===== config.mk =====
export PLATFORM = sky130hd
export DESIGN_NAME = mem_access_unit
export DESIGN_NICKNAME = d
export VERILOG_FILES = /design/src/rtl/mem_access_unit.sv
export SDC_FILE = /design/constraint.sdc
export NUM_CORES = 1
export LEC_CHECK = 0
export CAP_MARGIN = 20
export CORE_MARGIN = 2
export CORE_UTILIZATION = 30
export DETAILED_ROUTE_END_ITERATION = 8
export HOLD_SLACK_MARGIN = 0.02
export PLACE_DENSITY = 0.68
export SLEW_MARGIN = 20
export SYNTH_ARGS = -nofsm -noshare
export SYNTH_HDL_FRONTEND = slang
export SYNTH_SLANG_ARGS = --single-unit

===== constraint.sdc =====
create_clock -name clk -period 2 [get_ports clk]
set_clock_uncertainty 0.15 [all_clocks]
set_input_delay 0.3 -clock clk [delete_from_list [all_inputs] [get_ports clk]]
set_output_delay 0.3 -clock clk [all_outputs]
set_load 0.02 [all_outputs]

===== src/rtl/mem_access_unit.sv =====
// Data-memory initiator: handshaked byte/half/word loads and stores against a big-endian word port.
// Define MEM_ACC_STATS_EN to add the stat_loads/stat_stores/stat_errs access counters.
module mem_access_unit #(
   parameter int MEM_BYTES  = 16384,
   parameter int ADDR_WIDTH = 32
) (
   input  logic                  clk,
   input  logic                  rst_n,
   input  logic                  req_valid,
   output logic                  req_ready,
   input  logic                  req_write,
   input  logic [1:0]            req_size,
   input  logic                  req_unsigned,
   input  logic [ADDR_WIDTH-1:0] req_addr,
   input  logic [31:0]           req_wdata,
   output logic                  resp_valid,
   output logic [31:0]           resp_rdata,
   output logic                  resp_err,
   output logic [ADDR_WIDTH-1:0] mem_address,
   output logic [31:0]           mem_write_data,
   input  logic [31:0]           mem_read_data,
   output logic                  mem_MemWrite,
   output logic                  mem_MemRead
`ifdef MEM_ACC_STATS_EN
   ,
   output logic [31:0]           stat_loads,
   output logic [31:0]           stat_stores,
   output logic [31:0]           stat_errs
`endif
);

   typedef enum logic [1:0] {S_IDLE, S_RD, S_WR, S_RESP} state_t;

   state_t                state_q, state_d;
   logic                  write_q, write_d;
   logic [1:0]            size_q, size_d;
   logic                  uns_q, uns_d;
   logic [ADDR_WIDTH-1:0] addr_q, addr_d;
   logic [31:0]           wdata_q, wdata_d;
   logic [31:0]           old_q, old_d;
   logic [31:0]           rdata_q, rdata_d;
   logic                  err_q, err_d;

   logic                  req_misaligned, req_out_of_range;
   logic [7:0]            ld_byte;
   logic [15:0]           ld_half;
   logic [31:0]           ld_ext;
   logic [31:0]           merged;

   assign req_misaligned   = (req_size == 2'd3) ||
                             (req_size == 2'd1 && req_addr[0]) ||
                             (req_size == 2'd2 && req_addr[1:0] != 2'b00);
   assign req_out_of_range = req_addr >= ADDR_WIDTH'(MEM_BYTES);

   // Big-endian lanes: byte offset 0 is the most significant byte of the word.
   always_comb begin
      ld_byte = 8'h00;
      case (addr_q[1:0])
         2'd0: ld_byte = mem_read_data[31:24];
         2'd1: ld_byte = mem_read_data[23:16];
         2'd2: ld_byte = mem_read_data[15:8];
         default: ld_byte = mem_read_data[7:0];
      endcase
      ld_half = addr_q[1] ? mem_read_data[15:0] : mem_read_data[31:16];
      case (size_q)
         2'd0:    ld_ext = {{24{~uns_q & ld_byte[7]}}, ld_byte};
         2'd1:    ld_ext = {{16{~uns_q & ld_half[15]}}, ld_half};
         default: ld_ext = mem_read_data;
      endcase
   end

   genvar gi;
   generate
      for (gi = 0; gi < 4; gi++) begin : g_lane
         localparam logic [1:0] LANE = 2'(gi);
         always_comb begin
            if (size_q == 2'd2)
               merged[31-8*gi -: 8] = wdata_q[31-8*gi -: 8];
            else if (size_q == 2'd1)
               merged[31-8*gi -: 8] = (addr_q[1] == LANE[1]) ? wdata_q[15-8*(gi%2) -: 8]
                                                             : old_q[31-8*gi -: 8];
            else
               merged[31-8*gi -: 8] = (addr_q[1:0] == LANE) ? wdata_q[7:0]
                                                            : old_q[31-8*gi -: 8];
         end
      end
   endgenerate

   always_comb begin
      state_d      = state_q;
      write_d      = write_q;
      size_d       = size_q;
      uns_d        = uns_q;
      addr_d       = addr_q;
      wdata_d      = wdata_q;
      old_d        = old_q;
      rdata_d      = rdata_q;
      err_d        = err_q;
      req_ready    = 1'b0;
      mem_MemRead  = 1'b0;
      mem_MemWrite = 1'b0;
      case (state_q)
         S_IDLE: begin
            req_ready = 1'b1;
            if (req_valid) begin
               write_d = req_write;
               size_d  = req_size;
               uns_d   = req_unsigned;
               addr_d  = req_addr;
               wdata_d = req_wdata;
               if (req_misaligned || req_out_of_range) begin
                  err_d   = 1'b1;
                  rdata_d = 32'h0;
                  state_d = S_RESP;
               end else if (req_write && req_size == 2'd2) begin
                  state_d = S_WR;
               end else begin
                  state_d = S_RD;
               end
            end
         end
         S_RD: begin
            mem_MemRead = 1'b1;
            old_d       = mem_read_data;
            if (write_q) begin
               state_d = S_WR;
            end else begin
               rdata_d = ld_ext;
               err_d   = 1'b0;
               state_d = S_RESP;
            end
         end
         S_WR: begin
            mem_MemWrite = 1'b1;
            rdata_d      = 32'h0;
            err_d        = 1'b0;
            state_d      = S_RESP;
         end
         default: state_d = S_IDLE;
      endcase
   end

   always_ff @(posedge clk or negedge rst_n) begin
      if (!rst_n) begin
         state_q <= S_IDLE;
         write_q <= 1'b0;
         size_q  <= 2'd0;
         uns_q   <= 1'b0;
         addr_q  <= '0;
         wdata_q <= 32'h0;
         old_q   <= 32'h0;
         rdata_q <= 32'h0;
         err_q   <= 1'b0;
      end else begin
         state_q <= state_d;
         write_q <= write_d;
         size_q  <= size_d;
         uns_q   <= uns_d;
         addr_q  <= addr_d;
         wdata_q <= wdata_d;
         old_q   <= old_d;
         rdata_q <= rdata_d;
         err_q   <= err_d;
      end
   end

   assign resp_valid     = (state_q == S_RESP);
   assign resp_rdata     = rdata_q;
   assign resp_err       = err_q;
   assign mem_address    = {addr_q[ADDR_WIDTH-1:2], 2'b00};
   assign mem_write_data = (state_q == S_WR) ? merged : 32'h0;

`ifdef MEM_ACC_STATS_EN
   logic [31:0] stat_loads_q, stat_stores_q, stat_errs_q;

   always_ff @(posedge clk or negedge rst_n) begin
      if (!rst_n) begin
         stat_loads_q  <= 32'h0;
         stat_stores_q <= 32'h0;
         stat_errs_q   <= 32'h0;
      end else if (state_q == S_RESP) begin
         if (err_q)        stat_errs_q   <= stat_errs_q + 32'd1;
         else if (write_q) stat_stores_q <= stat_stores_q + 32'd1;
         else              stat_loads_q  <= stat_loads_q + 32'd1;
      end
   end

   assign stat_loads  = stat_loads_q;
   assign stat_stores = stat_stores_q;
   assign stat_errs   = stat_errs_q;
`endif

endmodule


==> results.cfg, run 1 <==
[synthesis]
synth_xor_area_frac = 0
synth_seq_area_share = 0.4858
synth_area_leaders = dfrtp_1, mux2_2, a22o_1
ys_async_sr_fraction = 1.000
syn-cell-area_um2 = 6954
synthMuxAreaShare = 0.1909
avgSynthCellArea_um2 = 11.40
synth_adder_area_share = 0.007197
yosys_warnings = 0
synth_compound_area_frac = 0.1617
synth_top_area_share = 0.4858
yosys_most_used_dff = dfrtp_1
synth.ff_latch_count = 135
yosysTopAreaCell = dfrtp_1
synth_edf_count = 0
synth_top_family_by_area = multiplexers
synth_cells = 610
synthSimpleGateAreaFrac = 0.07701
synth_cell_types = 42

[outcome]
failed_checks = negative setup slack
outcome = finished, violations left

[floorplanning]
io_pins = 204
dieWidth_um = 156.3
core_area_um2 = 22710
initial_core_util = 0.3062
num_rows = 55
fp.dieH_um = 156.3
die-area_um2 = 24410

[clock_network]
tritoncts = built
cts_buffers = 17
clk_pin_slew_ns = 0.06
worstSkewPairLatency_ns = 0.42
cts_sinks = 135
root_buffer = clkbuf_16
htreeDepth = 4
cts.path.max_buffers = 2

[route]
ant_nets = 0
vias_per_cell = 5.169
drt-wirelength-per-cell_um = 20.73
drt_iter0_markers = 364
wirelength_mm = 23.68
first_pass_iters = 5
remaining_drc_errors = 0
vias = 5903

[critical_path]
arrival_ns = 1.92
r2r_start = state_q[1]
startpoint = size_q[1]
worst_setup_path_end_kind = primary output
path_class = reg -> out
cp.required_ns = 1.55
critPathLaunchType = register
cp_max_fo = 8

[cells_and_area]
drive_gt1_frac = 0.3949
layout_common_cells = clkdlybuf4s50_1, dfrtp_1, mux2_2
nNetsFinal = 951
syn_to_final_growth_pct = 55.09
final_common_cell = clkdlybuf4s50_1
post-route-cell-area_um2 = 10790

[timing]
rsz0062_at_grt = yes
worst_hold_slack_ns = 0.2067
setup_violations = 65
setup_slack_ns = -0.3678
max_freq_ghz = 0.4223
hold_violations = 0
period_share = 1.184
slew_viol_final = 0
min_period_ns = 2.368

[global_route]
grt_max_degree = 42
antenna_found_initial = 1
globalRouteOverflowTotal = 0
grt_pass1_vias = 6043
use_met2 = 0.3176
gr-max-usage-layer = met2
grt_usage = 0.1964
grt_first_pass_wirelength_mm = 35.96
grtUsageMet3 = 0.07117
use_met1 = 0.2525

[place]
place_congestion = 0.8812
dpl_cell_area_um2 = 9589
place_ws_ns = -0.4607
io_buffers = 201
dp.final_hpwl_mm = 16.97

[power]
vdd_drop_max_v = 0.0008640
leakage_nw = 4.582
p_per_area_nw_per_um2 = 1899

[flow_run]
drv_cap = 0

[worst_hold_path]
hp-class = in -> async
[worst max-delay path: stages (launching register included)]
cell and delay (ns):
dfrtp_2 0.44, buf_6 0.13, nor2b_4 0.12, a21oi_4 0.19, buf_8 0.19, nand3_2 0.08, a21boi_2 0.18, buf_4 0.16
[cells in the mapped netlist, types with 2 or more instances]
library cell	instances
buf_1	11
a21oi_1	12
a221oi_1	8
ha_1	4
nor3_1	8
mux2_2	101
a22oi_1	9
buf_6	3
nor2_1	14
dfrtp_1	135
o21ai_0	18
o221ai_1	15
o211ai_1	8
a22o_1	34
clkbuf_1	22
mux2i_1	19
nor4_1	2
o22a_1	8
nand2b_1	22
nor4_2	4
inv_1	21
buf_2	10
o31ai_1	3
o211a_1	8
buf_4	33
nor2b_1	3
nand3b_1	2
nand2_1	37
o21a_1	2
a21boi_0	15
nand3_1	8
[report_power, final]
part	internal [W]	total, W	leakage (nW)	switching, W
clock network	0.00167	0.00287	0.251	0.00120
logic	0.00643	0.0123	2.69	0.00591
registers	0.00412	0.00526	1.64	0.00115
[layer usage]
layer | up-vias | share of wire
met5 | - | 0
met2 | 259 | 0.47
li1 | 2681 | -
met1 | 2946 | 0.43
met4 | 0 | 0.013
met3 | 17 | 0.085
[repair_timing]
action | CTS | global route
setup buffers | 14 | 3
gates cloned | 7 | 1
hold endpoints to repair | 113 | 0
pin swaps | 89 | 38
hold buffers | 1 | 0
setup endpoints to repair | 49 | 66
gates resized for setup | 277 | 22
[metrics by stage]
step                      total power (W)  TNS [ns]  cells    util
final                             0.02048    -12.32   1142  0.4749
after global routing              0.02157    -16.49   1142  0.4749
after CTS                         0.02023    -11.69   1140  0.4702
after detailed placement          0.01549    -21.79   1089  0.4223
after global placement            0.01534    -20.65   1089  0.4223
after floorplan                   0.01141   -0.2949    611       -
[state kept, by name, indices dropped and copies added (netlist names)]
| register | flops |
|---|---|
| old_q | 32 |
| state_q | 2 |
| resp_rdata | 32 |
| wdata_q | 32 |
| resp_err | 1 |
| size_q | 2 |
| addr_q | 32 |
| write_q | 1 |
| uns_q | 1 |
[logic make-up (layout without fill, tap and decap cells)]
| kind of cell | count (synthesis) | in the layout |
|---|---|---|
| AOI/OAI and AO/OA | 146 | 147 |
| buffers and inverters | 100 | 343 |
| muxes | 120 | 120 |
| other | 1 | 3 |
| DFF | 135 | 135 |
| and+or+nand+nor | 104 | 105 |
| adders and majority gates | 4 | 4 |
[worst paths after layout]
path | slack (ns) | cells after the start | endpoint
max | -0.37 | 7 | mem_write_data[0]
min | 0.21 | 2 | addr_q[11]
max reg2reg | -0.10 | 8 | resp_rdata[10]
min reg2reg | 0.36 | 1 | addr_q[10]
max in group asynchronous | 0.84 | 3 | resp_rdata[8]
min in group clk | 0.34 | 2 | addr_q[11]
[area by class of cell]
type | instances | area [µm²]
Antenna cell | 1 | 2.502
Tap cell | 285 | 356.6
Fill cell | 2088 | 11920
Multi-Input combinational cell | 378 | 3475
Clock inverter | 8 | 50.05
Inverter | 21 | 81.33
Sequential cell | 135 | 3383
Timing Repair Buffer | 291 | 2959
Clock buffer | 23 | 478.0
No activity file was read; power rests on OpenSTA's default activity.
==> run 2, diff against run 1 <==
- CORE_MARGIN: 2 -> unset
==> results.cfg, run 2 (same netlist as run 1, synthesis figures left out) <==
[outcome]
outcome = finished, violations left
failed_checks = negative setup slack

[floorplanning]
io_pins = 204
initial_core_util = 0.3062
dieWidth_um = 154.3
fp.dieH_um = 154.3
die-area_um2 = 23790
core_area_um2 = 22710
num_rows = 55

[route]
vias_per_cell = 5.129
drt_iter0_markers = 293
ant_nets = 0
first_pass_iters = 5
remaining_drc_errors = 0
drt-wirelength-per-cell_um = 20.20
vias = 5827
wirelength_mm = 22.94

[timing]
slew_viol_final = 0
rsz0062_at_grt = yes
max_freq_ghz = 0.4317
setup_slack_ns = -0.3167
worst_hold_slack_ns = 0.2327
setup_violations = 32
hold_violations = 0
period_share = 1.158
min_period_ns = 2.317

[worst_hold_path]
hp-class = in -> async

[critical_path]
path_class = reg -> out
crit_end = mem_write_data[18]
startpoint = size_q[1]
arrival_ns = 1.87
r2r_cells = 6
worst_setup_path_end_kind = primary output
r2r_end = resp_rdata[8]
r2r_start = addr_q[0]
critPathLaunchType = register
cp_max_fo = 5
rrSetupSlack_ns = 0
cp.required_ns = 1.55

[cells_and_area]
drive_gt1_frac = 0.3875
syn_to_final_growth_pct = 53.90
nNetsFinal = 944
final_common_cell = clkdlybuf4s50_1
instances_no_fill = 1136
layout_common_cells = clkdlybuf4s50_1, dfrtp_1, mux2_2

[place]
place_ws_ns = -0.5081
place_congestion = 0.8725
io_buffers = 201
dp.final_hpwl_mm = 16.81
post-place-cells = 1088

[clock_network]
cts_buffers = 17
clk_pin_slew_ns = 0.06
cts.path.max_buffers = 2
root_buffer = clkbuf_16
cts_sinks = 135
htreeDepth = 4
tritoncts = built
worstSkewPairLatency_ns = 0.42

[global_route]
globalRouteOverflowTotal = 0
antenna_found_initial = 1
grt_usage = 0.1931
grt_first_pass_wirelength_mm = 34.68
grt_max_degree = 55
grt_pass1_vias = 5929

[power]
swShare = 0.4006
clkPwrFrac = 0.159
vdd_drop_max_v = 0.0009231
p_int_w = 0.01198
combPwrFrac = 0.582
pwr-share-seq = 0.258
p_switching_w = 0.008011
leakage_nw = 4.551
p_per_area_nw_per_um2 = 1868

[flow_run]
drv_cap = 0
run 2: cell types whose count changed in the layout (fill, tap and decap cells not counted), sizes merged:
cell	before	now
buf	123	115
clkinv	4	1
bufinv	0	2
inv	21	23
bufbuf	1	0
clkinvlp	4	5
diode	1	2
run 2: worst min-delay path by stage:
| stage | startpoint | end | cells after the start | slack (ns) |
|---|---|---|---|---|
| 6_report | rst_n | addr_q[10] | 2 | 0.23 |
| 4_1_cts | rst_n | addr_q[10] | 2 | 0.21 |
| 3_5_place_dp | rst_n | addr_q[10] | 1 | 0.10 |
| 2_1_floorplan | rst_n | addr_q[0] | 0 | -0.15 |
| 5_1_grt | rst_n | addr_q[6] | 2 | 0.24 |
| 3_3_place_gp | rst_n | addr_q[10] | 1 | 0.10 |
run 2: critical path: stages (launching register included):
cell,delay [ns]
dfrtp_2,0.44
nor2b_4,0.21
o21ai_4,0.11
buf_6,0.14
o211ai_1,0.23
o211a_1,0.21
buf_6,0.11
run 2: per-layer routing:
metal  up-vias  share of wire  GRT usage
met5         -              0          0
met4         0          0.014    0.04715
met3        21          0.076    0.06164
met2       237           0.47     0.3110
met1      2909           0.44     0.2513
li1       2660              -          -
run 2: per-stage QoR:
step,total power [W],utilization,area [µm²],TNS (ns)
floorplan,0.01141,-,7051,-0.2949
global placement,0.01530,0.4221,9587,-21.71
detailed placement,0.01543,0.4221,9587,-23.33
CTS,0.01950,0.4617,10480,-9.617
global route,0.02107,0.4712,10700,-11.60
finish,0.02000,0.4713,10700,-8.487
run 2: timing repair:
item,CTS,global route
pin swaps,47,30
setup endpoints to repair,61,65
resized for setup,240,42
setup buffers,10,2
cloned,1,2
endpoints found under the hold margin,39,0
hold buffers,1,0
run 2: cell type report:
class,count,area [µm²]
diodes,2,5.005
clock buffers,21,470.5
clock inverters,10,120.1
fillers,2119,12010
inverters,21,81.33
multi-input cells,378,3455
flip-flops and latches,135,3383
well taps,285,356.6
repair buffers,284,2831
run 2: power by group through the flow:
stage / combinational (W) / sequential [W] / clock [W]
4_1_cts: 0.0111 / 0.00512 / 0.00325
6_report: 0.0116 / 0.00517 / 0.00318
2_1_floorplan: 0.00633 / 0.00508 / 0
5_1_grt: 0.0124 / 0.00532 / 0.00338
3_5_place_dp: 0.0103 / 0.00511 / 0
3_3_place_gp: 0.0102 / 0.00510 / 0
==> run 3, diff against run 2 <==
- GPL_TIMING_DRIVEN: unset -> 0
==> results.cfg, run 3 (same netlist as run 1, synthesis figures left out) <==
[outcome]
outcome = finished, violations left
failed_checks = negative setup slack

[critical_path]
rrSetupSlack_ns = -0.13
worst_setup_path_end_kind = primary output
r2r_start = addr_q[1]
crit_end = mem_write_data[23]
cp.required_ns = 1.55
r2r_cells = 6
path_class = reg -> out
startpoint = size_q[0]
cp_max_fo = 8
critPathLaunchType = register
r2r_end = resp_rdata[15]
arrival_ns = 2.00

[route]
wirelength_mm = 23.61
drt-wirelength-per-cell_um = 20.47
drt_iter0_markers = 310
vias_per_cell = 5.132
remaining_drc_errors = 0
first_pass_iters = 5
ant_nets = 0
vias = 5917

[timing]
fin_setup_tns_ns = -14.38
tightestPinTransition_ns = 0.5901
slew_viol_final = 0
hold_violations = 0
setup_slack_ns = -0.4537
setup_violations = 57
rsz0062_at_grt = yes
worst_hold_slack_ns = 0.2586
max_freq_ghz = 0.4075
period_share = 1.227
max_slew_margin = 0.6052
min_period_ns = 2.454

[cells_and_area]
layout_common_cells = clkdlybuf4s50_1, dfrtp_1, mux2_2
post-route-util = 0.4896
drive_gt1_frac = 0.4171
diodes = 0
syn_to_final_growth_pct = 59.90
final_common_cell = clkdlybuf4s50_1
nNetsFinal = 963

[place]
io_buffers = 201
dp.final_hpwl_mm = 16.88
place_congestion = 0.9288

[clock_network]
root_buffer = clkbuf_16
tritoncts = built
htreeDepth = 4
cts_buffers = 17
cts.path.max_buffers = 2
clk_pin_slew_ns = 0.06
cts_sinks = 135
worstSkewPairLatency_ns = 0.42

[flow_run]
drv_cap = 0

[power]
vdd_drop_max_v = 0.0009286
p_int_w = 0.01292
swShare = 0.4003
leakage_nw = 4.717
combPwrFrac = 0.604
fin_total_pwr_w = 0.02155
clkPwrFrac = 0.154
pwr-share-seq = 0.242
p_switching_w = 0.008627
p_per_area_nw_per_um2 = 1938

[floorplanning]
die-area_um2 = 23790
initial_core_util = 0.3062
core_area_um2 = 22710
io_pins = 204
fp.dieH_um = 154.3
num_rows = 55
dieWidth_um = 154.3

[global_route]
grt_pass1_vias = 6097
grt_usage = 0.1990
globalRouteOverflowTotal = 0
grt_max_degree = 71
grt_first_pass_wirelength_mm = 35.33
antenna_found_initial = 0

[worst_hold_path]
hp-class = in -> async
-- run 3: cell count changes in the layout (fill, tap and decap cells not counted), sizes merged --
cell / previous run / this run
dlygate4sd2: 0 / 1
dlymetal6s2s: 0 / 1
clkdlybuf4s50: 164 / 163
clkinvlp: 5 / 3
o21ai: 20 / 19
buf: 115 / 124
diode: 2 / 0
bufinv: 2 / 4
and2: 2 / 1
clkinv: 1 / 5
clkbuf: 24 / 33
inv: 23 / 21
-- run 3: worst min path at each step --
stage	slack, ns	from	end	cells after the start
final	0.26	rst_n	addr_q[10]	2
after global routing	0.29	rst_n	addr_q[10]	2
after CTS	0.27	rst_n	addr_q[10]	2
after detailed placement	0.14	rst_n	addr_q[10]	1
after global placement	0.34	addr_q[25]	addr_q[25]	1
after floorplan	-0.15	rst_n	addr_q[0]	0
-- run 3: through the flow --
stage,setup slack (ns),area (µm²),std cells
after floorplan,-0.02951,7051,611
after global routing,-0.5427,11120,1153
after CTS,-0.4749,10720,1150
after global placement,-5.059,9419,1097
after detailed placement,-0.8615,9452,1098
final,-0.4537,11120,1153
-- run 3: what timing repair did --
item	4_1_cts	5_1_grt
endpoints found under the hold margin	69	0
endpoints found under the setup margin	167	109
gates cloned	5	2
hold buffers	1	0
pin swaps	57	30
buffers inserted	19	7
gates resized for setup	322	99
-- run 3: critical path, stage by stage (launching register included) --
cell      delay [ns]
dfrtp_1         0.41
buf_6           0.15
nor2b_4         0.14
o21ai_4         0.26
buf_6           0.17
nand2_2         0.04
o211ai_1        0.10
o211a_1         0.20
buf_6           0.12
-- run 3: power groups by stage --
stage               Combinational, W  Sequential [W]  Clock (W)
floorplan                    0.00633         0.00508          0
global placement              0.0101         0.00506          0
detailed placement            0.0102         0.00508          0
CTS                           0.0119         0.00510    0.00338
global route                  0.0138         0.00537    0.00351
finish                        0.0130         0.00522    0.00331
-- run 3: area by class of cell --
type                    instances  area (µm²)
inverters                      21       83.83
plain buffers                  70       578.1
multi-input cells             376        3638
repair buffers                235        2470
clock buffers                  19       432.9
well taps                     285       356.6
flip-flops and latches        135        3381
clock inverters                12       178.9
fillers                      2037       11590
-- run 3: per-layer routing --
layer,track usage,wire length (µm)
met4,0.07779,698
met5,0,0
met2,0.3102,10960
met1,0.2547,10120
met3,0.06669,1827
==> edit (flow settings as in run 2) <==
The 4 states of `state_t` get a Gray code encoding in 2 bits.
--- a/src/rtl/mem_access_unit.sv
+++ b/src/rtl/mem_access_unit.sv
@@ -29,7 +29,7 @@
 `endif
 );
 
-   typedef enum logic [1:0] {S_IDLE, S_RD, S_WR, S_RESP} state_t;
+   typedef enum logic [1:0] {S_IDLE = 2'b00, S_RD = 2'b01, S_WR = 2'b11, S_RESP = 2'b10} state_t;
 
    state_t                state_q, state_d;
    logic                  write_q, write_d;
Behaviour: no difference found for any inputs over 4 cycles, from zero or initial values and one cycle with rst_n low; so few cycles prove little.
==> edit against run 2 <==
The run still ends with setup timing left. Via count grew 12%. Worst setup slack worse by 0.080 ns. Critical path depth is the same. Final area is 4.0% higher. Routed wire length increased by 9.8%. Synthesized area decreased by 1.3%. Final cell count rose by 7.7%. Sequential cell count is the same.
Power is not compared: it rests on default switching activity, and its combinational part moved more than twofold at a synthesized area within 25%.
==> edit: results (changes against run 2) <==
Part of the Yosys area used for sequential elements - 0.492 (was 0.486)
Post-synthesis cell type count - 50 (was 42)
Ranking of synthesized cells by area - dfrtp_1, mux2_2, nand2_1 (was dfrtp_1, mux2_2, a22o_1)
Fin worst setup slack - -0.397 ns (was -0.317 ns)
Placement Setup Slack - -0.474 ns (was -0.508 ns)
Worst hold slack - 0.289 ns (was 0.233 ns)
Reg2reg setup slack - -0.32 ns (was 0 ns)
Mux contribution to synthesized area - 0.124 (was 0.191)
Metal-1 WL - 10500 um (was 10100 um)
Worst-Margin Slew - 0.618 ns
WL met2 - 12200 um (was 10800 um)
GRT Resource Usage Total - 0.210 (was 0.193)
Synth Area in Adders - 0 (was 0.00720)
Layout cell share with drive strength beyond 1 - 0.378 (was 0.388)
Top delay family on crit path - flip-flops (was compound AO/OA/AOI/OAI gates)
Postcts setup bufs - 15 (was 10)
Grt met3 use - 0.0553 (was 0.0616)
DP HPWL - 17200 um (was 16800 um)
Final cell count without fillers - 1224 (was 1136)
Final nets - 1034 (was 944)
Largest net degree at the start of global routing - 62 (was 55)
Post-Syn Instances - 685 (was 610)
Routing usage on met1 - 0.272 (was 0.251)
Initial antenna violation count - 0 (was 1)
Compound-gate portion of the synthesized area - 0.181 (was 0.162)
Final setup fails - 56 (was 32)
Crit-path slowest cell - dfrtp_1 (was dfrtp_2)
First-pass GRT wire length - 37500 um (was 34700 um)
Max clock buf depth - 2 (unchanged)
Drt initial violations - 670 (was 293)
Via Count - 6527 (was 5827)
Outcome - complete, but fails checks (unchanged)
Met3 WL - 1900 um (was 1740 um)
CP max FO - 10 (was 5)
Violated checks - setup timing (unchanged)
Placed cell areas - 9580 sq um (was 9590 sq um)
CTS resizes - 281 (was 240)
Most instantiated cells after synthesis - dfrtp_1, nand2_1, mux2_2, a21oi_1, o21ai_0 (was dfrtp_1, mux2_2, nand2_1, a22o_1, buf_4)
GRT met2 Usage - 0.336 (was 0.311)
Antenna cells - 0 (was 2)
Routed wire length - 25200 um (was 22900 um)
Layout filler cell count - 1915 (was 2119)
Inst Count DP - 1167 (was 1088)
==> edit: cell count changes after synthesis, sizes merged, moves of 16 or more <==
| cell | change |
|---|---|
| o2bb2ai | +29 |
| nand2 | +81 |
| a21boi | -16 |
| mux2 | -36 |
| o21ai | +21 |
| a21oi | +27 |
| a22o | -26 |
| nor2 | +18 |
==> edit: layout make-up <==
class	count	area, sq um	share of cell area
repair buffers	308	3070	0.276
clock buffers	20	457	0.0410
well taps	280	350	0.0315
flip-flops and latches	135	3380	0.304
multi-input cells	455	3680	0.331
inverters	14	52.6	0.00472
clock inverters	12	139	0.0125
==> edit: path summary, 6_finish.rpt <==
kind | start | to | cells after the start
max | size_q[1] | mem_write_data[5] | 6
min | rst_n | resp_rdata[3] | 2
max reg2reg | addr_q[1] | resp_rdata[16] | 8
min reg2reg | resp_rdata[7] | resp_rdata[7] | 1
max in group asynchronous | rst_n | wdata_q[12] | 3
min in group clk | mem_read_data[4] | old_q[4] | 3
